File: src/rtl/sw_hex_pkg.sv
// sw_hex_pkg: shared FSM state type and 7-segment encodings for sw_hex_multi.
package sw_hex_pkg;
  typedef enum logic [1:0] {IDLE, CONV, UPDATE} state_e;
  localparam logic [6:0] SEG_BLANK = 7'h7F;
  localparam logic [6:0] SEG_DASH  = 7'h3F;
  function automatic logic [6:0] seg7(input logic [3:0] d);
    case (d)
      4'h0: seg7 = 7'h40;
      4'h1: seg7 = 7'h79;
      4'h2: seg7 = 7'h24;
      4'h3: seg7 = 7'h30;
      4'h4: seg7 = 7'h19;
      4'h5: seg7 = 7'h12;
      4'h6: seg7 = 7'h02;
      4'h7: seg7 = 7'h78;
      4'h8: seg7 = 7'h00;
      4'h9: seg7 = 7'h10;
      4'hA: seg7 = 7'h08;
      4'hB: seg7 = 7'h03;
      4'hC: seg7 = 7'h46;
      4'hD: seg7 = 7'h21;
      4'hE: seg7 = 7'h06;
      default: seg7 = 7'h0E;
    endcase
  endfunction
endpackage

File: src/rtl/key_debounce.sv
// key_debounce: 2-flop synchroniser plus stable-low counter; one press pulse per press.
module key_debounce #(
  parameter int DEB_CYCLES = 500000
) (
  input  logic clk,
  input  logic rst_n,
  input  logic key_n,
  output logic press
);
  localparam int CW = $clog2(DEB_CYCLES + 1);
  logic [1:0] sync_q, sync_d;
  logic [CW-1:0] cnt_q, cnt_d;
  // Counter saturates at DEB_CYCLES so holding the key cannot re-trigger.
  always_comb begin
    sync_d = {sync_q[0], key_n};
    cnt_d = sync_q[1] ? '0 : (cnt_q == CW'(DEB_CYCLES)) ? cnt_q : cnt_q + 1'b1;
  end
  assign press = (cnt_d == CW'(DEB_CYCLES)) && (cnt_q != CW'(DEB_CYCLES));
  always_ff @(posedge clk or negedge rst_n) begin
    if (!rst_n) begin
      sync_q <= 2'b11;
      cnt_q  <= '0;
    end else begin
      sync_q <= sync_d;
      cnt_q  <= cnt_d;
    end
  end
endmodule

File: src/rtl/sw_hex_multi.sv
// sw_hex_multi: latches SW on a debounced press and shows it in hex or decimal on NUM_HEX digits.
// Define SW_HEX_MULTI_BLINK_EN to add the blink input that periodically blanks the display.
module sw_hex_multi
  import sw_hex_pkg::*;
#(
  parameter int SW_W       = 10,
  parameter int NUM_HEX    = 6,
  parameter int DEB_CYCLES = 500000,
  parameter int BLINK_HALF = 12500000
) (
  input  logic                 CLOCK_50,
  input  logic                 Resetn,
  input  logic [SW_W-1:0]      SW,
  input  logic                 KEY_load,
  input  logic                 mode_dec,
`ifdef SW_HEX_MULTI_BLINK_EN
  input  logic                 blink,
`endif
  output logic [7*NUM_HEX-1:0] HEX,
  output logic                 busy,
  output logic                 ovf
);
  localparam int B  = 4 * NUM_HEX;
  localparam int VW = (SW_W > B) ? SW_W : B;
  localparam int CW = $clog2(SW_W + 1);
  state_e state_q, state_d;
  logic [SW_W-1:0] val_q, val_d;
  logic mode_q, mode_d;
  logic [B-1:0] bcd_q, bcd_d, adj;
  logic sat_q, sat_d;
  logic [CW-1:0] cnt_q, cnt_d;
  logic [7*NUM_HEX-1:0] hex_q, hex_d, disp;
  logic ovf_q, ovf_d;
  logic [VW-1:0] ext;
  logic press, load, seen;
  key_debounce #(.DEB_CYCLES(DEB_CYCLES)) u_deb (
    .clk(CLOCK_50),
    .rst_n(Resetn),
    .key_n(KEY_load),
    .press(press)
  );
  assign ext = VW'(SW);
  always_comb begin
    adj = bcd_q;
    for (int i = 0; i < NUM_HEX; i++)
      adj[4*i+:4] = (bcd_q[4*i+:4] >= 4'd5) ? bcd_q[4*i+:4] + 4'd3 : bcd_q[4*i+:4];
  end
  // Scan from the top digit down so blanking stops at the first nonzero digit.
  always_comb begin
    seen = 1'b0;
    disp = '0;
    for (int i = NUM_HEX - 1; i >= 0; i--) begin
      seen = seen | (bcd_q[4*i+:4] != 4'd0) | (i == 0);
      disp[7*i+:7] = sat_q ? SEG_DASH : seen ? seg7(bcd_q[4*i+:4]) : SEG_BLANK;
    end
  end
  // Hex mode fills the digit register at latch time, so its single CONV cycle also publishes.
  always_comb begin
    state_d = state_q;
    val_d   = val_q;
    mode_d  = mode_q;
    bcd_d   = bcd_q;
    sat_d   = sat_q;
    cnt_d   = cnt_q;
    load    = 1'b0;
    case (state_q)
      IDLE: if (press) begin
        state_d = CONV;
        val_d   = SW;
        mode_d  = mode_dec;
        cnt_d   = '0;
        bcd_d   = mode_dec ? '0 : ext[B-1:0];
        sat_d   = mode_dec ? 1'b0 : |(ext >> B);
      end
      CONV: if (!mode_q) begin
        state_d = IDLE;
        load    = 1'b1;
      end else begin
        bcd_d   = {adj[B-2:0], val_q[SW_W-1]};
        sat_d   = sat_q | adj[B-1];
        val_d   = val_q << 1;
        cnt_d   = cnt_q + 1'b1;
        state_d = (cnt_q == CW'(SW_W - 1)) ? UPDATE : CONV;
      end
      default: begin
        state_d = IDLE;
        load    = 1'b1;
      end
    endcase
    hex_d = load ? disp : hex_q;
    ovf_d = load ? sat_q : ovf_q;
  end
  always_ff @(posedge CLOCK_50 or negedge Resetn) begin
    if (!Resetn) begin
      state_q <= IDLE;
      val_q   <= '0;
      mode_q  <= 1'b0;
      bcd_q   <= '0;
      sat_q   <= 1'b0;
      cnt_q   <= '0;
      hex_q   <= '1;
      ovf_q   <= 1'b0;
    end else begin
      state_q <= state_d;
      val_q   <= val_d;
      mode_q  <= mode_d;
      bcd_q   <= bcd_d;
      sat_q   <= sat_d;
      cnt_q   <= cnt_d;
      hex_q   <= hex_d;
      ovf_q   <= ovf_d;
    end
  end
  assign busy = state_q != IDLE;
  assign ovf  = ovf_q;
`ifdef SW_HEX_MULTI_BLINK_EN
  localparam int BW = $clog2(BLINK_HALF + 1);
  logic [BW-1:0] bcnt_q, bcnt_d;
  logic phase_q, phase_d;
  always_comb begin
    bcnt_d  = (bcnt_q == BW'(BLINK_HALF - 1)) ? '0 : bcnt_q + 1'b1;
    phase_d = phase_q ^ (bcnt_q == BW'(BLINK_HALF - 1));
  end
  always_ff @(posedge CLOCK_50 or negedge Resetn) begin
    if (!Resetn) begin
      bcnt_q  <= '0;
      phase_q <= 1'b0;
    end else begin
      bcnt_q  <= bcnt_d;
      phase_q <= phase_d;
    end
  end
  assign HEX = (blink && phase_q) ? '1 : hex_q;
`else
  if (BLINK_HALF < 1) begin : g_bad_blink
    $error("BLINK_HALF must be positive");
  end
  assign HEX = hex_q;
`endif
endmodule

File: config.mk
export PLATFORM = sky130hd
export DESIGN_NAME = sw_hex_multi
export DESIGN_NICKNAME = d
export VERILOG_FILES = /design/src/rtl/sw_hex_pkg.sv /design/src/rtl/key_debounce.sv /design/src/rtl/sw_hex_multi.sv
export SDC_FILE = /design/constraint.sdc
export NUM_CORES = 1
export LEC_CHECK = 0
export ABC_AREA = 0
export ABC_CLOCK_PERIOD_IN_PS = 2700
export CORE_UTILIZATION = 53
export DETAILED_ROUTE_END_ITERATION = 12
export PLACE_DENSITY = 0.88
export REMOVE_ABC_BUFFERS = 1
export SLEW_MARGIN = 15
export SYNTH_ARGS = -nofsm -noshare
export SYNTH_HDL_FRONTEND = slang
export SYNTH_SLANG_ARGS = --single-unit
File: constraint.sdc
create_clock -name CLOCK_50 -period 2.7 [get_ports CLOCK_50]
set_input_delay 0.54 -clock CLOCK_50 [delete_from_list [all_inputs] [get_ports CLOCK_50]]
set_output_delay 0.54 -clock CLOCK_50 [all_outputs]
set_load 0.01 [all_outputs]
==> flow_summary.json, run 1 <==
{
  "status": "finished with violations",
  "violations": "negative setup slack",
  "via_per_inst": 5.80,
  "avgSynthCellArea_sq_um": 9.13,
  "cts_root_buffer": "clkbuf_16",
  "total_power_mw": 3.12,
  "worstSetupStartpointType": "flip-flop",
  "synth_common_cells": "88 x nor2_1, 66 x nand2_1, 62 x dfrtp_1",
  "portBuffers": 57,
  "synth_adder_area_share": 0.0751,
  "die_width_um": 114,
  "synth_area_leaders": "dfrtp_1 23%, dfstp_2 17%, ha_1 7.5%",
  "clockBufferDepth": 2,
  "combPwrFrac": 0.047,
  "cp_max_fo": 7,
  "netlist_area_sq_mm": 0.00667,
  "top_level_ports": 58,
  "p_sw_mw": 0.710,
  "power.internal_mw": 2.41,
  "grt.overflow.total": 0,
  "wl_per_cell_um": 16.2,
  "synthCells": 730,
  "dieArea_sq_mm": 0.0130,
  "synth_top_family_by_area": "compound AO/OA/AOI/OAI gates",
  "ant_nets": 0,
  "tritoncts": "built",
  "grt_usage": 0.255,
  "ctsHoldBuffers": 0,
  "num-nets-final": 862,
  "tightest_slew_ns": 0.683,
  "yosysMostFrequentCell": "nor2_1",
  "min_period_ns": 2.88,
  "drt_iter0_markers": 326,
  "swShare": 0.228,
  "grt_max_degree": 41,
  "power_density_mw_per_mm2": 383,
  "cp_data_required_time_ns": 2.95,
  "vdd_drop_max_mv": 0.358,
  "seqPwrFrac": 0.516,
  "drc": 0,
  "fin_crit_sh": 1.07,
  "dp_hpwl_mm": 10.7,
  "synth_seq_cells": 106,
  "synth_top_area_frac": 0.233,
  "synth_ff_type": "dfrtp_1",
  "antenna_found_initial": 0,
  "clock.fmax_mhz": 347,
  "finalSetupViolCount": 30,
  "clk_latency_ns": 0.36,
  "worst_hold_slack_ns": 0.176,
  "synth_compound_area_frac": 0.191,
  "num_rows": 40,
  "start_util": 0.548,
  "num_vias": 5694,
  "grt_pass1_vias": 5490,
  "ys.warnings.count": 0,
  "layout-drive-gt1-share": 0.204,
  "post-place-ws_ns": -0.131,
  "end_kind": "flip-flop",
  "fp.coreArea_sq_mm": 0.0122,
  "antenna-diode-count": 0,
  "synth_top_area_cell": "dfrtp_1",
  "synth-edff-count": 0,
  "path_clk_slew_ns": 0.08,
  "rsz0062_at_grt": "yes",
  "critPathArrivalTime_ns": 3.13,
  "synthSimpleGateAreaFrac": 0.183,
  "worst_hold_path_type": "in -> async",
  "synth.area.mux_share": 0.0726,
  "fillers": 889,
  "area_growth_pct": 22.1,
  "cts_sinks": 106,
  "htree_num_levels": 3,
  "cts_buffers": 9,
  "grt_pass1_wl_mm": 26.4,
  "synthXorXnorAreaFrac": 0.0250,
  "drt_pass1_iterations": 4,
  "slew_violations": 0,
  "gp_congestion": 0.894,
  "skew_ns": 0.00863,
  "p_clk_frac": 0.437,
  "max_slew_margin": 0.545,
  "yosysUniqueCellTypes": 69,
  "final_hold_viol_count": 0,
  "synthArstFlopShare": 1.00,
  "die_y_um": 114,
  "cap_viol_max_count": 0,
  "power_leakage_nw": 3.39,
  "yosysSeqAreaShare": 0.406,
  "routed_wl_mm": 15.9,
  "critPathKind": "reg -> reg",
  "worst_slack_ns": -0.182
}
## metrics by stage
stage | instance area [sq um] | std cells | TNS, ns | utilization
finish | 8140 | 981 | -3.64 | 0.669
detailed placement | 7660 | 956 | -2.71 | 0.630
floorplan | 6470 | 682 | -6.50 | -
CTS | 8060 | 976 | -0.308 | 0.663
global placement | 7660 | 956 | -3.88 | 0.630
global route | 8140 | 981 | -5.33 | 0.669
## final cells by class
class / instances / area [sq um] / area share
well taps: 168 / 210 / 0.0258
clock buffers: 10 / 239 / 0.0294
clock inverters: 6 / 65.1 / 0.00799
repair buffers: 115 / 1070 / 0.131
flip-flops and latches: 106 / 2710 / 0.333
multi-input cells: 546 / 3740 / 0.459
inverters: 30 / 113 / 0.0138
## power by group through the flow
stage	clock, mW	combinational, mW	sequential, mW
2_1_floorplan	0	0.0423	1.64
3_3_place_gp	0	0.129	1.64
3_5_place_dp	0	0.132	1.64
4_1_cts	1.38	0.141	1.61
5_1_grt	1.43	0.166	1.61
6_report	1.36	0.148	1.61
## registers in the layout, summed over array words and instances (netlist names)
signal,flops
HEX,42
bcd_q,24
u_deb.cnt_q,19
val_q,10
cnt_q,4
state_q,2
u_deb.sync_q,2
mode_q,1
ovf,1
sat_q,1
## placed cells by master, fill, tap and decap left out, types with 5 or more instances in the layout
master | netlist | final
dfrtp_1 | 62 | 62
nor3_1 | 10 | 8
mux2_4 | 6 | 6
and3_1 | 6 | 6
inv_1 | 29 | 27
a21o_1 | 9 | 9
nand2b_1 | 16 | 16
clkbuf_16 | 0 | 9
o31ai_1 | 5 | 5
nor2_1 | 88 | 87
a22o_1 | 7 | 7
nor3b_1 | 7 | 7
nand3_1 | 8 | 8
nand2_1 | 66 | 65
o22a_1 | 13 | 13
mux2i_1 | 18 | 18
clkdlybuf4s50_1 | 0 | 56
nand4_1 | 7 | 7
ha_1 | 40 | 38
a21oi_1 | 56 | 56
a31oi_1 | 15 | 15
dfstp_2 | 44 | 44
buf_4 | 2 | 53
mux2_2 | 15 | 15
nand3b_1 | 5 | 5
nor2b_1 | 12 | 12
xor2_1 | 5 | 5
a211oi_1 | 9 | 9
xnor2_1 | 14 | 14
o21ai_0 | 47 | 47
## worst max-delay path: stages (launching register included)
cell and delay, ns:
dfrtp_1 0.43, inv_2 0.10, ha_4 0.20, or4bb_1 0.53
a221oi_2 0.21, o31a_1 0.19, nand4b_1 0.10, and4bb_4 0.38
o21ai_4 0.07, buf_6 0.13, buf_12 0.14, mux2_4 0.30
## worst paths after layout
kind | from | end | slack, ns | cells after the start
max | u_deb.cnt_q[0] | val_q[8] | -0.18 | 11
min | Resetn | bcd_q[15] | 0.18 | 1
max reg2reg | u_deb.cnt_q[0] | val_q[8] | -0.18 | 11
min reg2reg | u_deb.sync_q[0] | u_deb.sync_q[1] | 0.36 | 0
max in group asynchronous | Resetn | HEX[2] | 1.78 | 2
min in group CLOCK_50 | u_deb.sync_q[0] | u_deb.sync_q[1] | 0.36 | 0
## cell families after synthesis
kind of cell	after synthesis
compound gates	198
flops	106
xor+xnor	19
buf+inv	78
fa+ha+maj	40
mux	41
simple gates	248
## timing repair
| action | in CTS | in global routing |
|---|---|---|
| setup buffers | 3 | 7 |
| endpoints found under the hold margin | 0 | 0 |
| gates resized for setup | 10 | 11 |
| pin swaps | 3 | 6 |
| endpoints found under the setup margin | 33 | 44 |
| gates cloned | 1 | 0 |
## metal layers
metal / routed length (um) / share of wire / vias to the layer above / global-route usage
met3: 826 / 0.052 / 29 / 0.0582
met1: 6950 / 0.44 / 2742 / 0.332
met2: 7820 / 0.49 / 171 / 0.425
li1: - / - / 2752 / -
met5: 0 / 0 / - / 0
met4: 255 / 0.016 / 0 / 0.0719
Power figures use the tool's default switching activity.
==> run 2: changes to the inputs <==
CORE_ASPECT_RATIO = 0.5   (was not set)
==> run 2 against run 1 <==
The run still ends with negative setup slack left. Sequential power hardly changed. Count of clock-buffer cells in the layout shrank 1. Non-clock buffer count up 1. Routed wire length is 6.6% higher. Largest power group unchanged.
==> flow_summary.json, run 2 (synthesis gave the netlist of run 1 again) <==
{
  "status": "finished with violations",
  "violations": "negative setup slack",
  "power_density_mw_per_mm2": 383,
  "end_kind": "flip-flop",
  "start_util": 0.553,
  "cp_max_fo": 7,
  "path_delay_family": "simple AND/OR/NAND/NOR gates",
  "area_growth_pct": 23.3,
  "cp.buffers_inverters": 2,
  "met3_usage": 0.0424,
  "drc": 0,
  "finalSetupViolCount": 31,
  "clockBufferDepth": 2,
  "die_width_um": 161,
  "p_sw_mw": 0.753,
  "final_common_cell": "nor2_1",
  "skew_ns": 0.0166,
  "grt_pass1_wl_mm": 26.7,
  "fin_crit_sh": 1.05,
  "drt_pass1_iterations": 5,
  "cts_sinks": 106,
  "slew_violations": 0,
  "path_clk_slew_ns": 0.08,
  "die_y_um": 81.3,
  "dp_hpwl_mm": 11.1,
  "power.internal_mw": 2.40,
  "final_hold_viol_count": 0,
  "clk_latency_ns": 0.36,
  "layout-drive-gt1-share": 0.214,
  "grt_usage": 0.257,
  "cap_viol_max_count": 0,
  "post-place-ws_ns": -0.134,
  "htree_num_levels": 3,
  "worst_hold_path_type": "in -> async",
  "num_rows": 28,
  "power_leakage_nw": 3.44,
  "grtUsageMet1": 0.330,
  "num-nets-final": 863,
  "swShare": 0.239,
  "wl_per_cell_um": 17.3,
  "worst_hold_slack_ns": 0.138,
  "worstSetupStartpointType": "flip-flop",
  "p_clk_frac": 0.443,
  "tritoncts": "built",
  "gp_congestion": 0.921,
  "cp_cell_sequence": "nand4_1, buf_4, nor4_2, mux2_4, o211ai_1, and4bb_4, o21ai_4, clkbuf_16, mux2_2",
  "cp_data_required_time_ns": 2.95,
  "critPathArrivalTime_ns": 3.08,
  "antenna_found_initial": 0,
  "portBuffers": 57,
  "max_slew_margin": 0.583,
  "num_vias": 5875,
  "busiest_layer": "met2",
  "vdd_drop_max_mv": 0.260,
  "cts_root_buffer": "clkbuf_16",
  "dieArea_sq_mm": 0.0131,
  "via_per_inst": 6.00,
  "grt_util_met2": 0.451,
  "max_stage_delay_ns": 0.42,
  "largest_reg_flops": 42,
  "clock.fmax_mhz": 353,
  "min_period_ns": 2.83,
  "ctsHoldBuffers": 0,
  "cts_buffers": 9,
  "top_level_ports": 58,
  "fin_setup_tns_ns": -1.80,
  "critPathKind": "reg -> reg",
  "tightest_slew_ns": 0.625,
  "antenna-diode-count": 0,
  "rsz0062_at_grt": "yes",
  "combPwrFrac": 0.046,
  "worst_path_max_delay_cell": "dfrtp_1",
  "grt_pass1_vias": 5490,
  "grt.overflow.total": 0,
  "final_cell_mix": "85 x nor2_1, 65 x nand2_1, 60 x dfrtp_1, 56 x clkdlybuf4s50_1, 55 x a21oi_1",
  "ant_nets": 0,
  "worst_slack_ns": -0.134,
  "fp.coreArea_sq_mm": 0.0121,
  "seqPwrFrac": 0.511,
  "grt_max_degree": 72,
  "routed_wl_mm": 16.9,
  "drt_iter0_markers": 563
}
-- run 2: changes by cell type in the layout (fill, tap and decap cells not counted), sizes merged --
cell      previous run  this run
clkinv               4         2
inv                 30        32
buf                 59        58
clkbuf              10        11
clkinvlp             1         2
-- run 2: through the flow --
step	cells	cell area (sq um)	utilization	total power, mW
2_1_floorplan	682	6470	-	1.68
3_3_place_gp	954	7640	0.634	1.76
3_5_place_dp	954	7640	0.634	1.77
4_1_cts	974	8110	0.673	3.15
5_1_grt	979	8220	0.682	3.24
6_report	979	8220	0.682	3.15
-- run 2: timing repair --
item | in CTS | in global routing
buffers inserted | 2 | 4
hold endpoints to repair | 0 | 0
gates resized for setup | 17 | 23
cloned | 2 | 1
pin swaps | 1 | 7
setup endpoints to repair | 34 | 51
-- run 2: power groups by stage --
stage	Combinational (mW)	Sequential, mW	Clock (mW)
final	0.143	1.61	1.40
after CTS	0.139	1.61	1.40
after floorplan	0.0423	1.64	0
after global routing	0.158	1.61	1.47
after detailed placement	0.130	1.64	0
after global placement	0.125	1.64	0
-- run 2: area by class of cell --
type                       count  area (sq um)
fill                         858          3830
sequential                   106          2710
inverter                      30           113
multi-input combinational    546          3770
clock buffer                   9           225
timing repair buffer         116          1110
clock inverter                 7          85.1
tap                          165           206
-- run 2: path summary, 6_finish.rpt --
check,slack (ns),depth (start not counted),from,endpoint
hold / removal,0.14,1,Resetn,val_q[4]
max in group asynchronous,1.77,2,Resetn,u_deb.sync_q[1]
hold reg to reg,0.36,0,u_deb.sync_q[0],u_deb.sync_q[1]
min in group CLOCK_50,0.36,0,u_deb.sync_q[0],u_deb.sync_q[1]
setup / recovery,-0.13,9,u_deb.cnt_q[4],bcd_q[3]
setup reg to reg,-0.13,9,u_deb.cnt_q[4],bcd_q[3]
-- run 2: metal layers --
layer / wire, um / up-vias
met5: 0 / -
met2: 8340 / 174
li1: - / 2743
met1: 7520 / 2921
met4: 343 / 0
met3: 692 / 37
==> run 3: changes to the inputs <==
CELL_PAD_IN_SITES_DETAIL_PLACEMENT = 0   (was not set)
CELL_PAD_IN_SITES_GLOBAL_PLACEMENT = 2   (was not set)
CORE_UTILIZATION = 33   (was 53)
PLACE_DENSITY = 0.87   (was 0.88)
==> run 3 against run 2 <==
The flow still finishes with violations (negative setup slack). Clock skew fell by 0.0061 ns. Fmax is 3.3% higher. Worst hold slack gained 0.051 ns. Setup slack improved by 0.091 ns. Cell area up 2.1%. Cell count grew 11%. Combinational power rose by 3%. Sequential cell count did not move. Via count fell by 6.6%. Sequential power hardly changed. Critical path depth is 1 higher. Register-to-register slack improved by 0.09 ns.
==> flow_summary.json, run 3 (synthesis gave the netlist of run 1 again) <==
{
  "skew_ns": 0.0105,
  "vdd_drop_max_mv": 0.297,
  "htree_num_levels": 3,
  "status": "finished with violations",
  "power.internal_mw": 2.58,
  "cp_max_fo": 17,
  "grt_pass1_vias": 5219,
  "grt_usage": 0.163,
  "final_cell_mix": "87 x nor2_1, 66 x nand2_1, 59 x dfrtp_1, 59 x buf_4, 56 x clkdlybuf4s50_1",
  "drc": 0,
  "cap_viol_max_count": 0,
  "min_period_ns": 2.74,
  "final_hold_viol_count": 0,
  "gp_congestion": 0.871,
  "wl_per_cell_um": 14.8,
  "timing.rr.end": "val_q[5]",
  "slew_violations": 0,
  "cts_buffers": 9,
  "power_density_mw_per_mm2": 396,
  "violations": "negative setup slack",
  "fin_cells": 1087,
  "swShare": 0.224,
  "via_per_inst": 5.05,
  "final_common_cell": "nor2_1",
  "num_vias": 5485,
  "p_sw_mw": 0.746,
  "ctsHoldBuffers": 0,
  "design_area_sq_mm": 0.00840,
  "power_leakage_nw": 3.45,
  "rsz0062_at_grt": "yes",
  "clock.fmax_mhz": 365,
  "path_delay_family": "simple AND/OR/NAND/NOR gates",
  "worst_hold_path_type": "in -> async",
  "seqPwrFrac": 0.484,
  "path_clk_slew_ns": 0.07,
  "fin_crit_sh": 1.02,
  "r2r_start": "u_deb.cnt_q[1]",
  "fp.coreArea_sq_mm": 0.0196,
  "clk_latency_ns": 0.36,
  "utilization": 0.428,
  "worst_path_max_delay_cell": "or4bb_1",
  "die_width_um": 203,
  "ant_nets": 0,
  "critPathKind": "reg -> reg",
  "num_rows": 36,
  "end_kind": "flip-flop",
  "finalSetupViolCount": 15,
  "layout-drive-gt1-share": 0.219,
  "rrSetupSlack_ns": -0.04,
  "num-nets-final": 870,
  "cp_cell_sequence": "inv_1, ha_4, or4bb_1, a221oi_2, o31a_1, nand4b_1, and4bb_4, o21ai_4, buf_12, mux2_4",
  "cp_data_required_time_ns": 2.95,
  "dp_hpwl_mm": 11.7,
  "dieArea_sq_mm": 0.0208,
  "critPathArrivalTime_ns": 2.99,
  "tritoncts": "built",
  "tightest_slew_ns": 0.635,
  "dpl_cell_area_sq_mm": 0.00787,
  "antenna_found_initial": 0,
  "clockBufferDepth": 2,
  "grt_pass1_wl_mm": 26.8,
  "worstRegToRegCells": 10,
  "dp.cells": 1067,
  "routed_wl_mm": 16.0,
  "fin_setup_tns_ns": -0.359,
  "combPwrFrac": 0.044,
  "portBuffers": 57,
  "grt.overflow.total": 0,
  "p_clk_frac": 0.472,
  "cts_sinks": 106,
  "cts_root_buffer": "clkbuf_16",
  "total_power_mw": 3.33,
  "largest_reg_flops": 42,
  "fillers": 1921,
  "die_y_um": 103,
  "drt_pass1_iterations": 5,
  "cp.buffers_inverters": 2,
  "max_slew_margin": 0.576,
  "area_growth_pct": 25.9,
  "drt_iter0_markers": 292,
  "top_level_ports": 58,
  "grt_max_degree": 45,
  "antenna-diode-count": 0,
  "max_stage_delay_ns": 0.49,
  "worst_slack_ns": -0.0424,
  "worstSetupStartpointType": "flip-flop",
  "start_util": 0.340
}
## run 3: changes by cell type in the layout (fill, tap and decap cells not counted), sizes merged
cell      delta
bufinv       +2
clkinvlp     -1
clkbuf       -2
inv          -1
buf          +9
## run 3: cell type report
type,instances,area [sq um],area share
clock buffer,9,225,0.0268
clock inverter,7,125,0.0149
inverter,30,113,0.0134
multi-input combinational,546,3770,0.449
sequential,106,2710,0.323
tap,266,333,0.0396
timing repair buffer,123,1120,0.133
## run 3: per-stage QoR
step                      hold slack, ns  worst slack [ns]
final                              0.189           -0.0424
after floorplan                    0.244            -0.338
after CTS                          0.216           -0.0321
after detailed placement           0.348            -0.201
after global routing               0.240            -0.129
after global placement             0.350            -0.115
## run 3: what timing repair did
item / CTS / global route
pin swaps: 2 / 1
endpoints found under the setup margin: 41 / 40
hold endpoints to repair: 0 / 0
gates resized for setup: 8 / 23
buffers inserted: 4 / 0
## run 3: layer usage
metal	vias to the layer above	track usage	share of wire
met5	-	0	0
met4	0	0.0503	0.015
met3	13	0.0335	0.036
met2	65	0.252	0.45
met1	2644	0.229	0.50
li1	2763	-	-
## run 3: worst max path at each step
stage                               from   endpoint  slack [ns]  depth (start not counted)
after CTS                 u_deb.cnt_q[0]   val_q[7]       -0.03                         10
after floorplan           u_deb.cnt_q[1]   bcd_q[3]       -0.34                          8
after detailed placement  u_deb.cnt_q[0]  bcd_q[11]       -0.20                          9
after global placement    u_deb.cnt_q[0]  bcd_q[11]       -0.11                          9
final                     u_deb.cnt_q[1]   val_q[5]       -0.04                         10
after global routing      u_deb.cnt_q[1]  bcd_q[19]       -0.13                         10
## run 3: power groups by stage
stage / clock network (mW) / registers (mW) / logic (mW)
after global routing: 1.68 / 1.61 / 0.167
after floorplan: 0 / 1.64 / 0.0423
final: 1.57 / 1.61 / 0.148
after detailed placement: 0 / 1.64 / 0.141
after CTS: 1.61 / 1.61 / 0.146
after global placement: 0 / 1.64 / 0.139
